$ cat src/rtl/pulser_seq.sv
// Armed, edge-triggered glitch pulser: after a programmable delay it emits a
// train of pulses whose width grows by a saturating step, with abort and optional rearm.
module pulser_seq #(
   parameter int DELAY_W     = 16,
   parameter int WIDTH_W     = 8,
   parameter int COUNT_W     = 8,
   parameter int SPACING_W   = 16,
   parameter int SYNC_STAGES = 2,
   parameter int TRIG_EDGE   = 0,
   parameter int OUT_POL     = 1,
   parameter int REARM       = 0
) (
   input  logic                 clk,
   input  logic                 rst_n,
   input  logic                 arm_i,
   input  logic                 abort_i,
   input  logic                 trigger_i,
   input  logic [DELAY_W-1:0]   delay_i,
   input  logic [WIDTH_W-1:0]   pulse_width_i,
   input  logic [WIDTH_W-1:0]   width_step_i,
   input  logic [COUNT_W-1:0]   num_pulses_i,
   input  logic [SPACING_W-1:0] pulse_spacing_i,
   output logic                 pulse_o,
   output logic                 ready_o,
   output logic                 armed_o,
   output logic                 done_o,
   output logic [COUNT_W-1:0]   pulse_idx_o
);

   localparam int   DS_W      = (DELAY_W > SPACING_W) ? DELAY_W : SPACING_W;
   localparam int   TMR_W     = (DS_W > WIDTH_W) ? DS_W : WIDTH_W;
   localparam logic ACT       = (OUT_POL != 0);
   localparam logic TRIG_IDLE = (TRIG_EDGE != 0);

   typedef enum logic [2:0] {S_IDLE, S_ARMED, S_DELAY, S_PULSE, S_SPACE} state_t;

   state_t                 state_q, state_d;
   logic [SYNC_STAGES-1:0] sync_q, sync_d;
   logic                   edge_q, edge_d;
   logic [DELAY_W-1:0]     cfg_delay_q, cfg_delay_d;
   logic [WIDTH_W-1:0]     cfg_width_q, cfg_width_d;
   logic [WIDTH_W-1:0]     cfg_step_q, cfg_step_d;
   logic [COUNT_W-1:0]     cfg_num_q, cfg_num_d;
   logic [SPACING_W-1:0]   cfg_space_q, cfg_space_d;
   logic [WIDTH_W-1:0]     width_q, width_d;
   logic [TMR_W-1:0]       timer_q, timer_d;
   logic [COUNT_W-1:0]     idx_q, idx_d;
   logic                   pulse_q, pulse_d;
   logic                   ready_q, ready_d;
   logic                   armed_q, armed_d;
   logic                   done_q, done_d;

   logic                   trig_edge, start, last_pulse;
   logic [WIDTH_W:0]       width_sum;
   logic [WIDTH_W-1:0]     width_next;
   state_t                 fin_state;

   // Timer holds remaining cycles minus one; a zero width or spacing counts as one cycle.
   function automatic logic [TMR_W-1:0] len_w(input logic [WIDTH_W-1:0] w);
      return (w == '0) ? '0 : TMR_W'(w - WIDTH_W'(1));
   endfunction

   function automatic logic [TMR_W-1:0] len_s(input logic [SPACING_W-1:0] s);
      return (s == '0) ? '0 : TMR_W'(s - SPACING_W'(1));
   endfunction

   assign trig_edge  = (TRIG_EDGE == 0) ? (sync_q[SYNC_STAGES-1] & ~edge_q)
                                        : (~sync_q[SYNC_STAGES-1] & edge_q);
   assign width_sum  = {1'b0, width_q} + {1'b0, cfg_step_q};
   assign width_next = width_sum[WIDTH_W] ? '1 : width_sum[WIDTH_W-1:0];
   assign last_pulse = ({1'b0, idx_q} + (COUNT_W+1)'(1)) == {1'b0, cfg_num_q};
   assign fin_state  = (REARM != 0) ? S_ARMED : S_IDLE;

   always_comb begin
      sync_d      = {sync_q[SYNC_STAGES-2:0], trigger_i};
      edge_d      = sync_q[SYNC_STAGES-1];
      state_d     = state_q;
      cfg_delay_d = cfg_delay_q;
      cfg_width_d = cfg_width_q;
      cfg_step_d  = cfg_step_q;
      cfg_num_d   = cfg_num_q;
      cfg_space_d = cfg_space_q;
      width_d     = width_q;
      timer_d     = timer_q;
      idx_d       = idx_q;
      pulse_d     = pulse_q;
      done_d      = 1'b0;
      start       = 1'b0;

      case (state_q)
         S_IDLE: begin
            if (arm_i && !abort_i) begin
               cfg_delay_d = delay_i;
               cfg_width_d = pulse_width_i;
               cfg_step_d  = width_step_i;
               cfg_num_d   = num_pulses_i;
               cfg_space_d = pulse_spacing_i;
               state_d     = S_ARMED;
            end
         end
         S_ARMED: begin
            if (trig_edge) begin
               width_d = cfg_width_q;
               idx_d   = '0;
               if (cfg_delay_q == '0) begin
                  start = 1'b1;
               end else begin
                  state_d = S_DELAY;
                  timer_d = TMR_W'(cfg_delay_q - DELAY_W'(1));
               end
            end
         end
         S_DELAY: begin
            if (timer_q == '0) start = 1'b1;
            else               timer_d = timer_q - TMR_W'(1);
         end
         S_PULSE: begin
            if (timer_q != '0) begin
               timer_d = timer_q - TMR_W'(1);
            end else if (last_pulse) begin
               pulse_d = ~ACT;
               done_d  = 1'b1;
               state_d = fin_state;
            end else begin
               pulse_d = ~ACT;
               state_d = S_SPACE;
               timer_d = len_s(cfg_space_q);
               width_d = width_next;
            end
         end
         S_SPACE: begin
            if (timer_q != '0) begin
               timer_d = timer_q - TMR_W'(1);
            end else begin
               pulse_d = ACT;
               state_d = S_PULSE;
               idx_d   = idx_q + COUNT_W'(1);
               timer_d = len_w(width_q);
            end
         end
         default: state_d = S_IDLE;
      endcase

      // Delay elapsed: an empty train still completes and strobes done.
      if (start) begin
         if (cfg_num_q == '0) begin
            done_d  = 1'b1;
            state_d = fin_state;
         end else begin
            pulse_d = ACT;
            state_d = S_PULSE;
            timer_d = len_w(cfg_width_q);
         end
      end

      if (abort_i) begin
         state_d = S_IDLE;
         pulse_d = ~ACT;
         done_d  = 1'b0;
      end

      ready_d = (state_d == S_IDLE);
      armed_d = (state_d == S_ARMED);
   end

   always_ff @(posedge clk or negedge rst_n) begin
      if (!rst_n) begin
         state_q     <= S_IDLE;
         sync_q      <= {SYNC_STAGES{TRIG_IDLE}};
         edge_q      <= TRIG_IDLE;
         cfg_delay_q <= '0;
         cfg_width_q <= '0;
         cfg_step_q  <= '0;
         cfg_num_q   <= '0;
         cfg_space_q <= '0;
         width_q     <= '0;
         timer_q     <= '0;
         idx_q       <= '0;
         pulse_q     <= ~ACT;
         ready_q     <= 1'b1;
         armed_q     <= 1'b0;
         done_q      <= 1'b0;
      end else begin
         state_q     <= state_d;
         sync_q      <= sync_d;
         edge_q      <= edge_d;
         cfg_delay_q <= cfg_delay_d;
         cfg_width_q <= cfg_width_d;
         cfg_step_q  <= cfg_step_d;
         cfg_num_q   <= cfg_num_d;
         cfg_space_q <= cfg_space_d;
         width_q     <= width_d;
         timer_q     <= timer_d;
         idx_q       <= idx_d;
         pulse_q     <= pulse_d;
         ready_q     <= ready_d;
         armed_q     <= armed_d;
         done_q      <= done_d;
      end
   end

   assign pulse_o     = pulse_q;
   assign ready_o     = ready_q;
   assign armed_o     = armed_q;
   assign done_o      = done_q;
   assign pulse_idx_o = idx_q;

endmodule
$ cat config.mk
export PLATFORM = sky130hd
export DESIGN_NAME = pulser_seq
export DESIGN_NICKNAME = d
export VERILOG_FILES = /design/src/rtl/pulser_seq.sv
export SDC_FILE = /design/constraint.sdc
export NUM_CORES = 1
export LEC_CHECK = 0
export ABC_AREA = 1
export CAP_MARGIN = 20
export CORE_ASPECT_RATIO = 1.4
export CORE_MARGIN = 5
export CORE_UTILIZATION = 45
export DETAILED_ROUTE_END_ITERATION = 16
export GPL_TIMING_DRIVEN = 0
export PLACE_DENSITY = 0.62
export REMOVE_ABC_BUFFERS = 1
export SLEW_MARGIN = 20
export SYNTH_ARGS = -nofsm -noshare
export SYNTH_HDL_FRONTEND = slang
export SYNTH_SLANG_ARGS = --single-unit
$ cat constraint.sdc
create_clock -name clk -period 6.6 [get_ports clk]
set_clock_uncertainty 0.05 [all_clocks]
set_input_delay 0.99 -clock clk [delete_from_list [all_inputs] [get_ports clk]]
set_output_delay 0.99 -clock clk [all_outputs]
set_load 0.02 [all_outputs]
# After elaboration in Yosys (flattened, before gate mapping)

Index checks and enable logic that the tools add are counted.

Add/sub/neg operators: 8
$mul: 0
Div/mod/pow operators: 0
Order comparisons: 0
Equality and inequality tests: 10
Shift operators: 0
Mux-type cells: 46
Bitwise gates (word level): 2
Reduce and logical (&&, ||, !) cells: 16

Operators by type and width:

| operator                                                              | count |
|---|---|
| 16-bit two-way mux                                                    | 11 |
| 16-bit one-hot mux with 4 select lines                                | 1 |
| 16-bit logical NOT                                                    | 3 |
| 8-bit two-way mux                                                     | 6 |
| 16-bit by 1-bit subtractor with 16-bit output, second input constant  | 3 |
| 8-bit one-hot mux with 2 select lines                                 | 2 |
| 8-bit logical NOT                                                     | 3 |
| 3-bit two-way mux                                                     | 8 |
| 8-bit by 1-bit subtractor with 9-bit output, second input constant    | 2 |
| 16-bit nonzero test                                                   | 1 |
| 3-bit one-hot mux with 5 select lines                                 | 1 |
| 1-bit two-way mux                                                     | 14 |
| 8-bit by 1-bit adder with 9-bit output, second input constant         | 1 |
| 8-bit by 8-bit adder with 9-bit output                                | 1 |
| 9-bit by 8-bit equality test with 1-bit output                        | 1 |
| 8-bit by 1-bit adder with 8-bit output, second input constant         | 1 |
| 2-bit != test, second input constant                                  | 4 |
| 3-bit by 1-bit equality test with 1-bit output, second input constant | 2 |
| 3-bit by 2-bit equality test with 1-bit output, second input constant | 2 |
| 3-bit logical NOT                                                     | 2 |
| 1-bit one-hot mux with 2 select lines                                 | 2 |
| 4-bit AND reduction                                                   | 1 |
| 2-bit nonzero test                                                    | 2 |
| 3-bit equality test, second input constant                            | 1 |
| 7 further kinds                                                       | 7 |

Register bits: 98
Bits in latches: 0
Bits in writable memories: 0
ROM bits: 0
Input port bits: 61
Output and inout bits: 12
Word-level logic and storage cells: 97
Memories: 0

# Longest topological paths before layout

Depth after elaboration: 8
Gate-level depth with buffers: 18
Gate-level depth less buffers: 18

# Least setup slack after synthesis

OpenSTA, ideal clock, no wires.

Path kind: flip-flop to flip-flop
From: register idx_q[0] (netlist: pulse_idx_o[0])
To: register timer_q[12]
Setup time: 0.121 ns
Arrival: 1.937 ns
Slack: 4.492 ns
Stages on the path, launching flop included: 13
Period minus slack after synthesis: 2.108 ns
Path through: dfrtp_1 -> ha_1 -> xnor2_1 -> nand2_1 -> nor2_1 -> nand2_1 -> nor2_2 -> nand3_4 -> buf_6 -> a21oi_1 -> o21bai_1 -> nor2_1 -> nor2_1

Longest elaborated chain between the ends: 7

Ends and longest elaborated chain:

| item                                               | line | text |
|---|---|---|
| from (decl)                                        | 47   | `logic [COUNT_W-1:0] idx_q, idx_d;` |
| from (signal assigned)                             | 194  | `idx_q <= idx_d;` |
| 8-bit by 1-bit adder with 9-bit output (*)         | 71   | `assign last_pulse = ({1'b0, idx_q} + (COUNT_W+1)'(1)) == {1'b0, cfg_num_q};` |
| 9-bit by 8-bit equality test with 1-bit output (*) | 71   |  |
| 16-bit two-way mux (*)                             | 120  | `end else if (last_pulse) begin` |
| 16-bit two-way mux (*)                             | 118  | `if (timer_q != '0) begin` |
| 16-bit one-hot mux with 4 select lines (*)         | 90   | `case (state_q)` |
| 16-bit two-way mux                                 | 146  | `if (cfg_num_q == '0) begin` |
| 16-bit two-way mux (*)                             | 145  | `if (start) begin` |
| named net timer_d[12]                              | 46   | `logic [TMR_W-1:0] timer_q, timer_d;` |
| to (signal assigned)                               | 193  | `timer_q <= timer_d;` |
| to (decl)                                          | 46   |  |

The timed path passes the listed nets; every way through them passes the cells marked *.
A chain may end at the register's enable or synchronous reset.

# Worst setup path after layout

From: input abort_i
To: register cfg_step_q[7]

Longest elaborated chain between the ends: 3

Ends and longest elaborated chain:

| item                          | line | text |
|---|---|---|
| from (decl)                   | 16   | `input logic abort_i,` |
| 1-bit logical NOT             | 92   | `if (arm_i && !abort_i) begin` |
| 1-bit logical AND             | 92   |  |
| 2-bit AND reduction (no line) | --   |  |
| to (signal assigned)          | 189  | `cfg_step_q <= cfg_step_d;` |
| to (decl)                     | 42   | `logic [WIDTH_W-1:0] cfg_step_q, cfg_step_d;` |

Every way passes these cells.

==> out/metrics.yaml <==
place:
  numPortBuffers: 72
  dp_hpwl_mm: 13.5
  place_congestion: 0.908
yosys:
  yosysSeqAreaShare_pct: 37.2
  synth_area_per_cell_sq_um: 7.24
  synth_top_flop_cell: "dfrtp_1"
  ys_types: 47
  syn_area_sq_um: 6600
  ys_warn_count: 0
  synth-edff-count: 0
  ys_ff_latch: 98
  synthCells: 912
  async_reset_ff_share_pct: 100
routing:
  vias: 6146
  route.detailed.drc: 0
  wirelength_mm: 17.4
  viasPerCell: 5.21
  routedWlPerCell_um: 14.8
  antenna_left: 0
  dr.pass1.iters: 5
  drt_iter0_drc: 280
die:
  coreArea_sq_um: 14400
  row_count: 52
  die-height_um: 153
  start_util_pct: 45.7
  die_x_um: 112
  die-area_sq_um: 17200
  ios: 73
sta:
  rsz0062_at_grt: "false"
  slew-limit-headroom_pct: 39.5
  setup_tns_ns: 0
  tightest_slew_ns: 0.908
  timing.hold.ws_ns: 0.309
  max_freq_mhz: 345
  period_share_pct: 43.9
  hold_viol_final: 0
  finalCriticalPeriod_ns: 2.90
  slew_violations: 0
  setup_violations: 0
grt:
  grt_pass1_vias: 6074
  grt_overflow: 0
  grt_max_degree: 54
  grt_pass1_wl_mm: 28.6
  antenna_found_initial: 0
  track_usage_pct: 20.3
final_layout:
  layout_commonest_cell: "nand2_1"
  final_cell_mix: "nand2_1 (208), nor2_1 (124), dfrtp_1 (97)"
  drive_above_1_share_pct: 8.79
  finish.utilization_pct: 54.7
  area_growth_pct: 19.6
  nets: 1064
  diodes: 0
pwr:
  fin_total_pwr_uw: 2120
  vdd_drop_max_mv: 0.135
  power_density_nw_per_um2: 268
  p_leak_uw: 0.00362
clocking:
  htree_levels: 3
  cts_buffers: 9
  cts_buffer_depth: 2
  cts.sinks: 98
  cts_resized: 0
  cts_tree: "yes"
  cts.clk_slew.worst_paths_ns: 0.07
  hold_buffers: 0
  root_buffer: "clkbuf_16"
  post_cts_buffers: 0
  clk_latency_ns: 0.35
setup_path:
  start_kind: "input pin"
  crit_path_max_fanout: 16
  cp_data_required_time_ns: 6.79
  end_kind: "flop"
  criticalPathCategory: "in -> reg"
  crit_arrival_ns: 3.09
worst_hold_path:
  hold_class: "reg -> reg"
run:
  cap_viol_max_count: 0
run_status:
  outcome: "finished clean"
Yosys cell counts, drive strengths merged (7+ instances only):
cell    count  area share [%]
o21ai      65             4.9
nand3      65             5.3
o22ai       7            0.76
or2         7            0.66
xnor2      10             1.3
inv        98             5.6
clkbuf      8            0.45
ha         17             3.2
nor3       14             1.1
nand4      12             1.1
mux2       27             4.6
buf         9            0.81
nor2      133             8.2
nand2     215              12
dfrtp      97              37
a21oi      75             5.8
xor2       22             2.9
path summary, 6_finish.rpt:
| kind | from | to | slack, ns | cells after the start |
|---|---|---|---|---|
| hold / removal | sync_q[0]$_DFF_PN0_ | sync_q[1]$_DFF_PN0_ | 0.31 | 0 |
| hold reg to reg | sync_q[0]$_DFF_PN0_ | sync_q[1]$_DFF_PN0_ | 0.31 | 0 |
| setup reg to reg | state_q[0]$_DFF_PN0_ | timer_q[2]$_DFF_PN0_ | 3.79 | 10 |
| max in group asynchronous | rst_n | timer_q[5]$_DFF_PN0_ | 5.37 | 2 |
| min in group asynchronous | rst_n | pulse_idx_o[5]$_DFFE_PN0P_ | 0.51 | 1 |
| setup / recovery | abort_i | cfg_step_q[7]$_DFFE_PN0P_ | 3.70 | 7 |
layer usage:
layer	track usage, %	vias up	routed length, um
met4	7.45	0	505
li1	-	3144	-
met5	0	-	0
met3	2.81	34	448
met1	23.7	2873	7330
met2	37.5	95	9130
registers in the layout (all words and copies together) (netlist names):
register,flops
timer_q,16
cfg_width_q,8
ready_o,1
width_q,8
cfg_num_q,8
sync_q,2
cfg_step_q,8
edge_q,1
cfg_space_q,16
done_o,1
pulse_o,1
cfg_delay_q,16
armed_o,1
state_q,3
pulse_idx_o,8
metrics by stage:
step                instances  worst slack, ns  area, sq um
global placement         1156            0.577         7470
global route             1179             3.54         7900
detailed placement       1163             3.32         7570
CTS                      1179             3.68         7900
floorplan                 895             2.53         6520
finish                   1179             3.70         7900
layout make-up:
type | count | area (sq um)
Inverter | 102 | 384
Sequential cell | 98 | 2450
Clock buffer | 12 | 246
Clock inverter | 4 | 75.1
Fill cell | 1485 | 6550
Timing Repair Buffer | 79 | 817
Tap cell | 189 | 236
Multi-Input combinational cell | 695 | 3680
cells by family (layout without fill, tap and decap cells):
group	Yosys count	after routing	share of synthesized area [%]
AND/OR/NAND/NOR	454	454	29.9
multiplexers	27	27	4.61
flip-flops	98	98	37.2
XOR/XNOR	32	32	4.25
buffers and inverters	119	197	7.09
AO/OA/AOI/OAI	164	164	13.4
adder cells (fa/ha/maj)	18	18	3.53
power breakdown:
part	leakage [uW]	switching [uW]	total, uW	internal, uW
Clock	0.000149	237	580	343
Combinational	0.00231	383	673	290
Sequential	0.00116	138	864	726
Total	0.00362	758	2120	1360
critical path, cell delays in order:
cell             delay [ns]
clkdlybuf4s50_1        0.57
inv_1                  0.09
nand4_1                0.46
buf_6                  0.24
buf_6                  0.19
buf_6                  0.19
mux2_2                 0.35
Power figures use the tool's default switching activity.
